**config.mk**
```make
export PLATFORM = sky130hd
export DESIGN_NAME = alu_op_sequencer
export DESIGN_NICKNAME = d
export VERILOG_FILES = /design/src/rtl/alu_op_sequencer.sv
export SDC_FILE = /design/constraint.sdc
export NUM_CORES = 1
export LEC_CHECK = 0
export ABC_AREA = 1
export BUFFER_PORTS_ARGS = -buffer_cell sky130_fd_sc_hd__buf_4
export CORE_MARGIN = 2
export CORE_UTILIZATION = 30
export DETAILED_ROUTE_END_ITERATION = 10
export PLACE_DENSITY_LB_ADDON = 0.3
export REMOVE_ABC_BUFFERS = 1
export SETUP_SLACK_MARGIN = 0.4
export SLEW_MARGIN = 10
export SYNTH_ARGS = -nofsm -noshare
export SYNTH_HDL_FRONTEND = slang
export SYNTH_SLANG_ARGS = --single-unit
```
**constraint.sdc**
```tcl
create_clock -name clk -period 3 [get_ports clk]
set_clock_uncertainty 0.1 [all_clocks]
set_input_delay 0.3 -clock clk [delete_from_list [all_inputs] [get_ports clk]]
set_output_delay 0.3 -clock clk [all_outputs]
set_load 0.01 [all_outputs]
```
**src/rtl/alu_op_sequencer.sv**
```systemverilog
// Sequences one ALU operation at a time: single-cycle ops pass through the external ALU,
// while MULT/DIV/REMDER run a 32-step radix-2 iteration before the response is held for the consumer.
module alu_op_sequencer (
  input  logic        clk,
  input  logic        rst,
  input  logic        in_valid,
  output logic        in_ready,
  input  logic [5:0]  in_op,
  input  logic [31:0] in_a,
  input  logic [31:0] in_b,
  output logic [31:0] alu_a,
  output logic [31:0] alu_b,
  output logic [5:0]  alu_ctrl,
  input  logic [31:0] alu_result,
  input  logic        alu_zero,
  input  logic        alu_overflow,
  input  logic        alu_carry,
  input  logic        alu_negative,
  output logic        out_valid,
  input  logic        out_ready,
  output logic [31:0] out_result,
  output logic        out_zero,
  output logic        out_overflow,
  output logic        out_carry,
  output logic        out_negative
);

  localparam logic [5:0] OP_ADD    = 6'h00;
  localparam logic [5:0] OP_SUB    = 6'h01;
  localparam logic [5:0] OP_AND    = 6'h02;
  localparam logic [5:0] OP_OR     = 6'h03;
  localparam logic [5:0] OP_XOR    = 6'h04;
  localparam logic [5:0] OP_MULT   = 6'h08;
  localparam logic [5:0] OP_DIV    = 6'h09;
  localparam logic [5:0] OP_REMDER = 6'h0A;

  typedef enum logic [1:0] {
    IDLE = 2'd0,
    EXEC = 2'd1,
    ITER = 2'd2,
    DONE = 2'd3
  } state_t;

  // Shift-add step on {partial_high, multiplier_low}; after 32 steps it holds the full product.
  function automatic logic [63:0] mult_step(input logic [63:0] work, input logic [31:0] mcand);
    logic [32:0] sum;
    sum = {1'b0, work[63:32]} + {1'b0, (work[0] ? mcand : 32'd0)};
    return {sum, work[31:1]};
  endfunction

  // Restoring step on {remainder, dividend/quotient}; quotient bits shift in at the bottom.
  function automatic logic [63:0] div_step(input logic [63:0] work, input logic [31:0] divisor);
    logic [32:0] trial;
    logic [32:0] diff;
    trial = {work[63:32], work[31]};
    diff  = trial - {1'b0, divisor};
    if (!diff[32]) begin
      return {diff[31:0], work[30:0], 1'b1};
    end else begin
      return {trial[31:0], work[30:0], 1'b0};
    end
  endfunction

  state_t      state_r, state_s;
  logic [4:0]  count_r, count_s;
  logic [5:0]  op_r, op_s;
  logic [31:0] a_r, a_s, b_r, b_s;
  logic [63:0] work_r, work_s, step_s;
  logic        in_ready_r, in_ready_s;
  logic        out_valid_r, out_valid_s;
  logic [31:0] res_r, res_s;
  logic        zero_r, zero_s, ovf_r, ovf_s, carry_r, carry_s, neg_r, neg_s;

  // State and datapath registers; reset clears everything and reopens the input.
  always_ff @(posedge clk) begin
    if (rst) begin
      state_r     <= IDLE;
      count_r     <= 5'd0;
      op_r        <= 6'd0;
      a_r         <= 32'd0;
      b_r         <= 32'd0;
      work_r      <= 64'd0;
      in_ready_r  <= 1'b1;
      out_valid_r <= 1'b0;
      res_r       <= 32'd0;
      zero_r      <= 1'b0;
      ovf_r       <= 1'b0;
      carry_r     <= 1'b0;
      neg_r       <= 1'b0;
    end else begin
      state_r     <= state_s;
      count_r     <= count_s;
      op_r        <= op_s;
      a_r         <= a_s;
      b_r         <= b_s;
      work_r      <= work_s;
      in_ready_r  <= in_ready_s;
      out_valid_r <= out_valid_s;
      res_r       <= res_s;
      zero_r      <= zero_s;
      ovf_r       <= ovf_s;
      carry_r     <= carry_s;
      neg_r       <= neg_s;
    end
  end

  // Next-state and next-register logic.
  always_comb begin
    state_s     = state_r;
    count_s     = count_r;
    op_s        = op_r;
    a_s         = a_r;
    b_s         = b_r;
    work_s      = work_r;
    in_ready_s  = in_ready_r;
    out_valid_s = out_valid_r;
    res_s       = res_r;
    zero_s      = zero_r;
    ovf_s       = ovf_r;
    carry_s     = carry_r;
    neg_s       = neg_r;
    if (op_r == OP_MULT) begin
      step_s = mult_step(work_r, a_r);
    end else begin
      step_s = div_step(work_r, b_r);
    end

    case (state_r)
      IDLE: begin
        if (in_valid) begin
          op_s       = in_op;
          a_s        = in_a;
          b_s        = in_b;
          in_ready_s = 1'b0;
          count_s    = 5'd0;
          if (in_op == OP_MULT) begin
            work_s  = {32'd0, in_b};
            state_s = ITER;
          end else if (((in_op == OP_DIV) || (in_op == OP_REMDER)) && (in_b != 32'd0)) begin
            work_s  = {32'd0, in_a};
            state_s = ITER;
          end else begin
            work_s  = 64'd0;
            state_s = EXEC;
          end
        end else begin
          state_s = IDLE;
        end
      end
      EXEC: begin
        // DIV/REMDER only land here with a zero divisor.
        if (op_r == OP_DIV) begin
          res_s = 32'hFFFF_FFFF;
          ovf_s = 1'b0;
          carry_s = 1'b0;
        end else if (op_r == OP_REMDER) begin
          res_s = a_r;
          ovf_s = 1'b0;
          carry_s = 1'b0;
        end else begin
          res_s   = alu_result;
          ovf_s   = alu_overflow;
          carry_s = alu_carry;
        end
        if ((op_r == OP_DIV) || (op_r == OP_REMDER)) begin
          zero_s = (res_s == 32'd0);
          neg_s  = res_s[31];
        end else begin
          zero_s = alu_zero;
          neg_s  = alu_negative;
        end
        out_valid_s = 1'b1;
        state_s     = DONE;
      end
      ITER: begin
        work_s = step_s;
        if (count_r == 5'd31) begin
          case (op_r)
            OP_MULT:   res_s = step_s[31:0];
            OP_DIV:    res_s = step_s[31:0];
            OP_REMDER: res_s = step_s[63:32];
            default:   res_s = 32'd0;
          endcase
          ovf_s       = (op_r == OP_MULT) ? (step_s[63:32] != 32'd0) : 1'b0;
          carry_s     = 1'b0;
          zero_s      = (res_s == 32'd0);
          neg_s       = res_s[31];
          count_s     = 5'd0;
          out_valid_s = 1'b1;
          state_s     = DONE;
        end else begin
          count_s = count_r + 5'd1;
          state_s = ITER;
        end
      end
      DONE: begin
        // Reopening the input takes effect after this edge, so no accept coincides with retire.
        if (out_ready) begin
          out_valid_s = 1'b0;
          in_ready_s  = 1'b1;
          state_s     = IDLE;
        end else begin
          state_s = DONE;
        end
      end
      default: begin
        state_s     = IDLE;
        in_ready_s  = 1'b1;
        out_valid_s = 1'b0;
      end
    endcase
  end

  assign in_ready     = in_ready_r;
  assign alu_a        = a_r;
  assign alu_b        = b_r;
  assign alu_ctrl     = op_r;
  assign out_valid    = out_valid_r;
  assign out_result   = res_r;
  assign out_zero     = zero_r;
  assign out_overflow = ovf_r;
  assign out_carry    = carry_r;
  assign out_negative = neg_r;

endmodule

```
==> results of run 1 <==
-- metrics by stage --
step | util, % | cells | hold WS [ns] | power [mW] | TNS, ns
after global routing | 51.9 | 3765 | 0.0364 | 10.4 | -2.33
after detailed placement | 41.9 | 3606 | 0.359 | 6.66 | -9.12
after CTS | 47.7 | 3718 | 0.00184 | 9.38 | -0.198
final | 51.9 | 3765 | 0.0129 | 9.89 | -0.549
after floorplan | - | 2315 | 0.269 | 4.63 | -213.18
after global placement | 41.9 | 3606 | 0.355 | 6.63 | -9.15
-- area by class of cell --
class                           instances  area share [%]
Clock inverter                         13           0.620
Clock buffer                           17            1.73
Tap cell                              615            3.13
Inverter                              297            4.57
Multi-Input combinational cell       1841            48.8
Timing Repair Buffer                  803            26.5
Sequential cell                       179            14.7
-- cell usage after synthesis (3+ instances only) --
cell / n / area (sq um)
a21o_1: 5 / 37.5
buf_1: 9 / 33.8
a21boi_0: 3 / 22.5
ha_1: 66 / 826
or2_2: 6 / 37.5
o21ai_1: 12 / 60.1
nand3_2: 11 / 110
buf_2: 10 / 50.1
o211ai_1: 33 / 248
nand2_4: 5 / 56.3
nor2_1: 225 / 845
inv_2: 11 / 41.3
clkinv_1: 3 / 11.3
a21oi_2: 5 / 43.8
and2_1: 5 / 31.3
o21bai_1: 7 / 52.6
nand4_1: 28 / 175
o21a_1: 3 / 22.5
mux2i_1: 28 / 280
nand3_1: 173 / 866
nor4_1: 8 / 50.1
a221o_1: 3 / 30.0
nand2_1: 693 / 2600
o21ai_0: 214 / 1070
buf_6: 3 / 33.8
nand3b_1: 8 / 60.1
inv_1: 283 / 1060
nor3_1: 19 / 95.1
xnor2_1: 9 / 78.8
nand2_2: 13 / 81.3
dfxtp_1: 179 / 3580
o22ai_1: 4 / 25.0
nor2_2: 5 / 31.3
clkbuf_1: 83 / 312
a21oi_1: 220 / 1100
xor2_1: 11 / 96.3
a31oi_1: 4 / 25.0
-- cells by family (layout without fill, tap and decap cells) --
| logic type | after synthesis | in the layout | synth area share [%] |
|---|---|---|---|
| AOI/OAI and AO/OA | 520 | 520 | 19.5 |
| xor gates and xnor gates | 20 | 20 | 1.22 |
| muxes | 28 | 28 | 1.95 |
| and+or+nand+nor | 1203 | 1205 | 35.4 |
| DFF | 179 | 179 | 25.0 |
| buffers and inverters | 404 | 1130 | 10.9 |
| adders and majority gates | 68 | 68 | 6.04 |
-- flip-flops by register name (all words and copies together), names as in the netlist, 2 cells and up --
signal / count
state_r: 2
work_r: 64
alu_b: 32
out_result: 32
alu_a: 32
count_r: 5
alu_ctrl: 6
-- metal layers --
layer | vias to the layer above | part of all wire [%] | track usage, % | routed length, um
met4 | 2 | 4.6 | 14.2 | 3400
met1 | 9029 | 42 | 35.4 | 31300
met2 | 648 | 48 | 49.7 | 36000
li1 | 9366 | - | - | -
met5 | - | 0.011 | 0 | 8
met3 | 162 | 4.8 | 3.64 | 3560
-- final timing paths --
path,start,to,cells after the start
worst max-delay path,work_r[0],out_overflow,22
worst max register to register,work_r[0],out_overflow,22
worst min register to register,out_result[26],out_result[26],2
worst min-delay path,in_b[6],alu_b[6],3
-- layout by cell type (no fill, tap or decap), types with 56 or more instances in the layout --
master,netlist,final
a21oi_1,220,169
buf_4,2,689
dfxtp_1,179,157
dlygate4sd3_1,0,64
ha_4,0,56
inv_1,283,226
inv_2,11,65
nand2_1,693,558
nand2_2,13,122
nand3_1,173,106
nor2_1,225,172
o21ai_0,214,161
-- power breakdown --
group / leakage, nW / internal (mW) / switching (mW) / total, mW
Combinational: 9.94 / 2.03 / 2.67 / 4.70
Sequential: 1.48 / 2.62 / 0.194 / 2.81
Clock: 0.272 / 1.23 / 1.15 / 2.38
-- worst max-delay path, cell delays in order (launching register included) --
cell and delay, ns:
dfxtp_4 0.41, nand2_2 0.06, inv_2 0.06, ha_4 0.16, inv_4 0.04, fa_2 0.39, nor3_2 0.27, nor2_4 0.09
buf_6 0.11, nor2_1 0.10, nor2_2 0.08, buf_4 0.13, nand2_1 0.05, nand3_1 0.13, nand2_1 0.16, nand2_1 0.07
nor2_1 0.08, nand2_1 0.10, nor2_2 0.13, buf_4 0.12, nand2_1 0.06, a21oi_2 0.13, nor2_1 0.04
-- timing repair --
item                       in CTS  in global routing
pin swaps                      72                139
setup endpoints to repair      69                 70
buffers inserted               18                 43
cloned                          0                  4
resized for setup             344                394
hold buffers                   64                  0
hold endpoints to repair       64                  0
==> summary.md, run 1 <==
| Metric | Value |
|---|---|
| Area Growth Syn to Fin | 71.5% |
| CTS H-Tree Depth | 4 |
| Area occupied by multi-input gates | 0.0120 sq mm |
| # setup viols final | 5 |
| Hold Vio Cnt, Final | 0 |
| Fillcell total | 4698 |
| Post-synth EDFFs | 0 |
| Post-DR wirelength/cell | 19.7 um |
| Placed Area | 0.0199 sq mm |
| Initial antenna violation count | 1 |
| Congestion Overflow GR | 0 |
| Final Critical Period | 3.20 ns |
| Syn Inst Count | 2422 |
| Rel. slew slack | 36.6% |
| Ys flop type | dfxtp_1 |
| WL final | 74200 um |
| Core area | 0.0474 sq mm |
| Layout cells sized above 1 | 42.7% |
| Vias in the first global route | 18600 |
| Port Buf Inserts | 217 |
| Largest net degree at the start of global routing | 109 |
| Register area | 0.00361 sq mm |
| Clk slew on worst S/H paths | 0.08 ns |
| Initial DRC count | 1526 |
| Nature of the critical path endpoint | register |
| Syn Area/Cell | 5.92 sq um |
| Final Net Count | 3317 |
| HPWL Detailed | 57700 um |
| Root Driver | clkbuf_16 |
| Detail Route Antenna Nets | 0 |
| Status | finished, violations left |
| Yosys Warn Count | 0 |
| Fmax | 312 MHz |
| DRC viols | 0 |
| Seq/Total Area, Yosys | 25.0% |
| Failing checks | negative setup slack |
| CTS tree | done |
| Crit-path max FO | 4 |
| Ys async rst share | 0% |
| Die footprint | 0.0496 sq mm |
| Clock latency on the worst-skew pair | 0.51 ns |
| First-pass GRT wire length | 108000 um |
| Via-to-Cell Ratio | 5.10 |
| Via count | 19200 |
| Worst Hold Class | in -> reg |
| Kind of critical path | reg -> reg |
| I/O pin cnt | 218 |
| Clock sinks | 179 |
| Setup slack after layout | -0.202 ns |
| Leakage power | 11.7 nW |
| Inserted Clock Buffers | 17 |
| Chip Height | 223 um |
| Dpl ws | -0.631 ns |
| Maxcap violations | 0 |
| Pwr dens | 402 mW/mm^2 |
| FF-to-FF setup slack | -0.20 ns |
| Worst-Margin Slew | 0.951 ns |
| Worst Path Required | 3.30 ns |
| RD Place Congestion | 0.941 |
| Starting Density | 30.2% |
| Final slew viol count | 0 |
| Std cell rows | 80 |
| Synth Register Bits | 179 |
| GRT Total Usage | 28.8% |
| Ratio of final minimum period to clock period | 107% |
| Arrival time at the worst endpoint | 3.50 ns |
| RSZ-0062 raised after global routing | true |
| Die Wd | 223 um |
| CTS max path bufs | 2 |
| ANT cells | 0 |
| Mapped Area | 0.0143 sq mm |
| Distinct cells, synth | 47 |
| Startpoint types | register |
| Peak VDD IR | 327 uV |
| Final instance area | 0.0246 sq mm |
| Total iterations of the first detailed-routing run | 6 |
Note: power is estimated with default switching activity, not from simulation.
==> inputs of run 2 (changes only) <==
--- a/config.mk
+++ b/config.mk
@@ -7,8 +7,10 @@
 export LEC_CHECK = 0
 export ABC_AREA = 1
 export BUFFER_PORTS_ARGS = -buffer_cell sky130_fd_sc_hd__buf_4
+export CELL_PAD_IN_SITES_DETAIL_PLACEMENT = 1
+export CELL_PAD_IN_SITES_GLOBAL_PLACEMENT = 2
 export CORE_MARGIN = 2
-export CORE_UTILIZATION = 30
+export CORE_UTILIZATION = 27
 export DETAILED_ROUTE_END_ITERATION = 10
 export PLACE_DENSITY_LB_ADDON = 0.3
 export REMOVE_ABC_BUFFERS = 1
==> summary.md, run 2 (same netlist as run 1, synthesis figures left out) <==
| Metric | Value |
|---|---|
| CTS tree | done |
| Status | finished, violations left |
| Total iterations of the first detailed-routing run | 8 |
| Final core occ | 45.8% |
| CP Cell Sequence | inv_1 > ha_1 > nand2_1 > nor2_2 > nand2_2 > inv_1 > a21oi_4 > buf_4 > nand3_2 > buf_6 > nand3_1 > nand3_2 > buf_4 > nand3_1 > nand2_2 > nor2_1 > nand2_2 > nor2_1 > nand2_1 > nor2_1 > nand2_1 > a21oi_2 |
| RR Endpoint | out_zero |
| Pint | 5.84 mW |
| GR peak layer | met2 |
| Hold Vio Cnt, Final | 0 |
| GRT Total Usage | 29.6% |
| Kind of critical path | reg -> reg |
| Clock latency on the worst-skew pair | 0.51 ns |
| Layout cells sized above 1 | 38.6% |
| Placed Area | 0.0202 sq mm |
| Chip Height | 235 um |
| Die footprint | 0.0550 sq mm |
| Ratio of final minimum period to clock period | 111% |
| Final Critical Period | 3.32 ns |
| Final slew viol count | 0 |
| Top reg by flops | work_r |
| Sw Share | 41.2% |
| Hold Path Stages | 3 |
| HPWL Detailed | 64900 um |
| Via count | 19400 |
| Final instance area | 0.0241 sq mm |
| Vias in the first global route | 20000 |
| Met3 GRT Util | 3.31% |
| Peak VDD IR | 436 uV |
| Inserted Clock Buffers | 17 |
| Psw | 4.10 mW |
| Port Buf Inserts | 217 |
| Max reg flops | 64 |
| Root Driver | clkbuf_16 |
| Hold EP | alu_b[25] |
| Worst-Margin Slew | 0.940 ns |
| Met2 usage | 51.8% |
| Clk slew on worst S/H paths | 0.08 ns |
| Post-DR wirelength/cell | 21.4 um |
| Setup slack after layout | -0.323 ns |
| DRC viols | 0 |
| Initial DRC count | 1282 |
| Total power | 9.94 mW |
| Final Net Count | 3327 |
| Commonest non-fill, non-tap cell in the layout | buf_4 |
| Nature of the critical path endpoint | register |
| Most frequent cells in the layout | buf_4, nand2_1, inv_1 |
| # setup viols final | 23 |
| CTS max path bufs | 2 |
| Critical path startpoint | alu_b[24] |
| Worst Hold Class | in -> reg |
| RR Startpoint | alu_b[24] |
| Congestion Overflow GR | 0 |
| Fmax | 301 MHz |
| Sequential share of power | 28.3% |
| CTS H-Tree Depth | 4 |
| Std cell rows | 84 |
| Clock sinks | 179 |
| FF-to-FF setup slack | -0.32 ns |
| RD Place Congestion | 0.914 |
| Maxcap violations | 0 |
| Power share of the clock group | 23.8% |
| Initial antenna violation count | 1 |
| Worst path max stage delay | 0.34 ns |
| Leakage power | 11.7 nW |
| Starting Density | 27.3% |
| Area Growth Syn to Fin | 67.8% |
| Pwr dens | 413 mW/mm^2 |
| First-pass GRT wire length | 121000 um |
| Die Wd | 235 um |
| Failing checks | negative setup slack |
| Hold wc startpoint | in_b[25] |
| Crit-path max FO | 5 |
| GR Layer Usage met1 | 37.0% |
| Comb power frac | 47.8% |
| Core area | 0.0526 sq mm |
| Slowest stage cell, crit path | ha_1 |
| Rel. slew slack | 37.4% |
| Worst Path Required | 3.35 ns |
| Startpoint types | register |
| RSZ-0062 raised after global routing | true |
| Detail Route Antenna Nets | 0 |
| WL final | 82500 um |
| Worst r2r path cells | 22 |
| Fillcell total | 6717 |
| Largest net degree at the start of global routing | 107 |
| Arrival time at the worst endpoint | 3.67 ns |
| Via-to-Cell Ratio | 5.04 |
| ANT cells | 0 |
| I/O pin cnt | 218 |
## run 2: worst max-delay path: cells and delay by family (launching register included)
kind / cells / cell delay [ns]
compound gates: 2 / 0.35
flops: 1 / 0.33
simple gates: 14 / 1.41
buf+inv: 5 / 0.71
fa+ha+maj: 1 / 0.34
## run 2: how the worst max path moves through the flow
stage                            end  cells past startpoint
after floorplan           work_r[10]                      7
after global placement      out_zero                     24
after detailed placement    out_zero                     25
after CTS                   out_zero                     24
after global routing        out_zero                     19
final                       out_zero                     22
## run 2: repair_timing
action                                 4_1_cts  5_1_grt
buffers inserted                            29       13
gates cloned                                 2        1
endpoints found under the hold margin       61        0
setup endpoints to repair                   68       88
pin swaps                                   93       69
resized for setup                          371      180
hold buffers                                61        0
## run 2: final cells by class
class	count	area (sq um)	area share (%)
repair buffers	815	6550	27.2
inverters	297	1110	4.63
flip-flops and latches	179	3600	15.0
clock inverters	10	101	0.421
multi-input cells	1839	11400	47.3
clock buffers	20	457	1.90
well taps	688	861	3.58
## run 2: power groups by stage
stage	clock network (mW)	logic, mW	registers [mW]
6_report	2.37	4.75	2.81
5_1_grt	2.49	5.15	2.84
4_1_cts	2.42	4.53	2.81
3_5_place_dp	0	4.02	2.86
3_3_place_gp	0	3.95	2.85
2_1_floorplan	0	1.75	2.88
## run 2: per-stage QoR
step	hold slack, ns	setup slack, ns	TNS [ns]	cells
6_report	0.0280	-0.323	-2.22	3848
4_1_cts	0.000106	-0.246	-1.83	3834
3_5_place_dp	0.360	-0.729	-13.33	3712
2_1_floorplan	0.269	-2.71	-213.18	2315
3_3_place_gp	0.352	-0.715	-10.45	3712
5_1_grt	0.0427	-0.460	-7.30	3848
## run 2: layer usage
layer / up-vias / routed length, um
met2: 418 / 40800
met3: 118 / 2790
met4: 0 / 2990
met1: 9504 / 35900
li1: 9362 / -
met5: - / 0
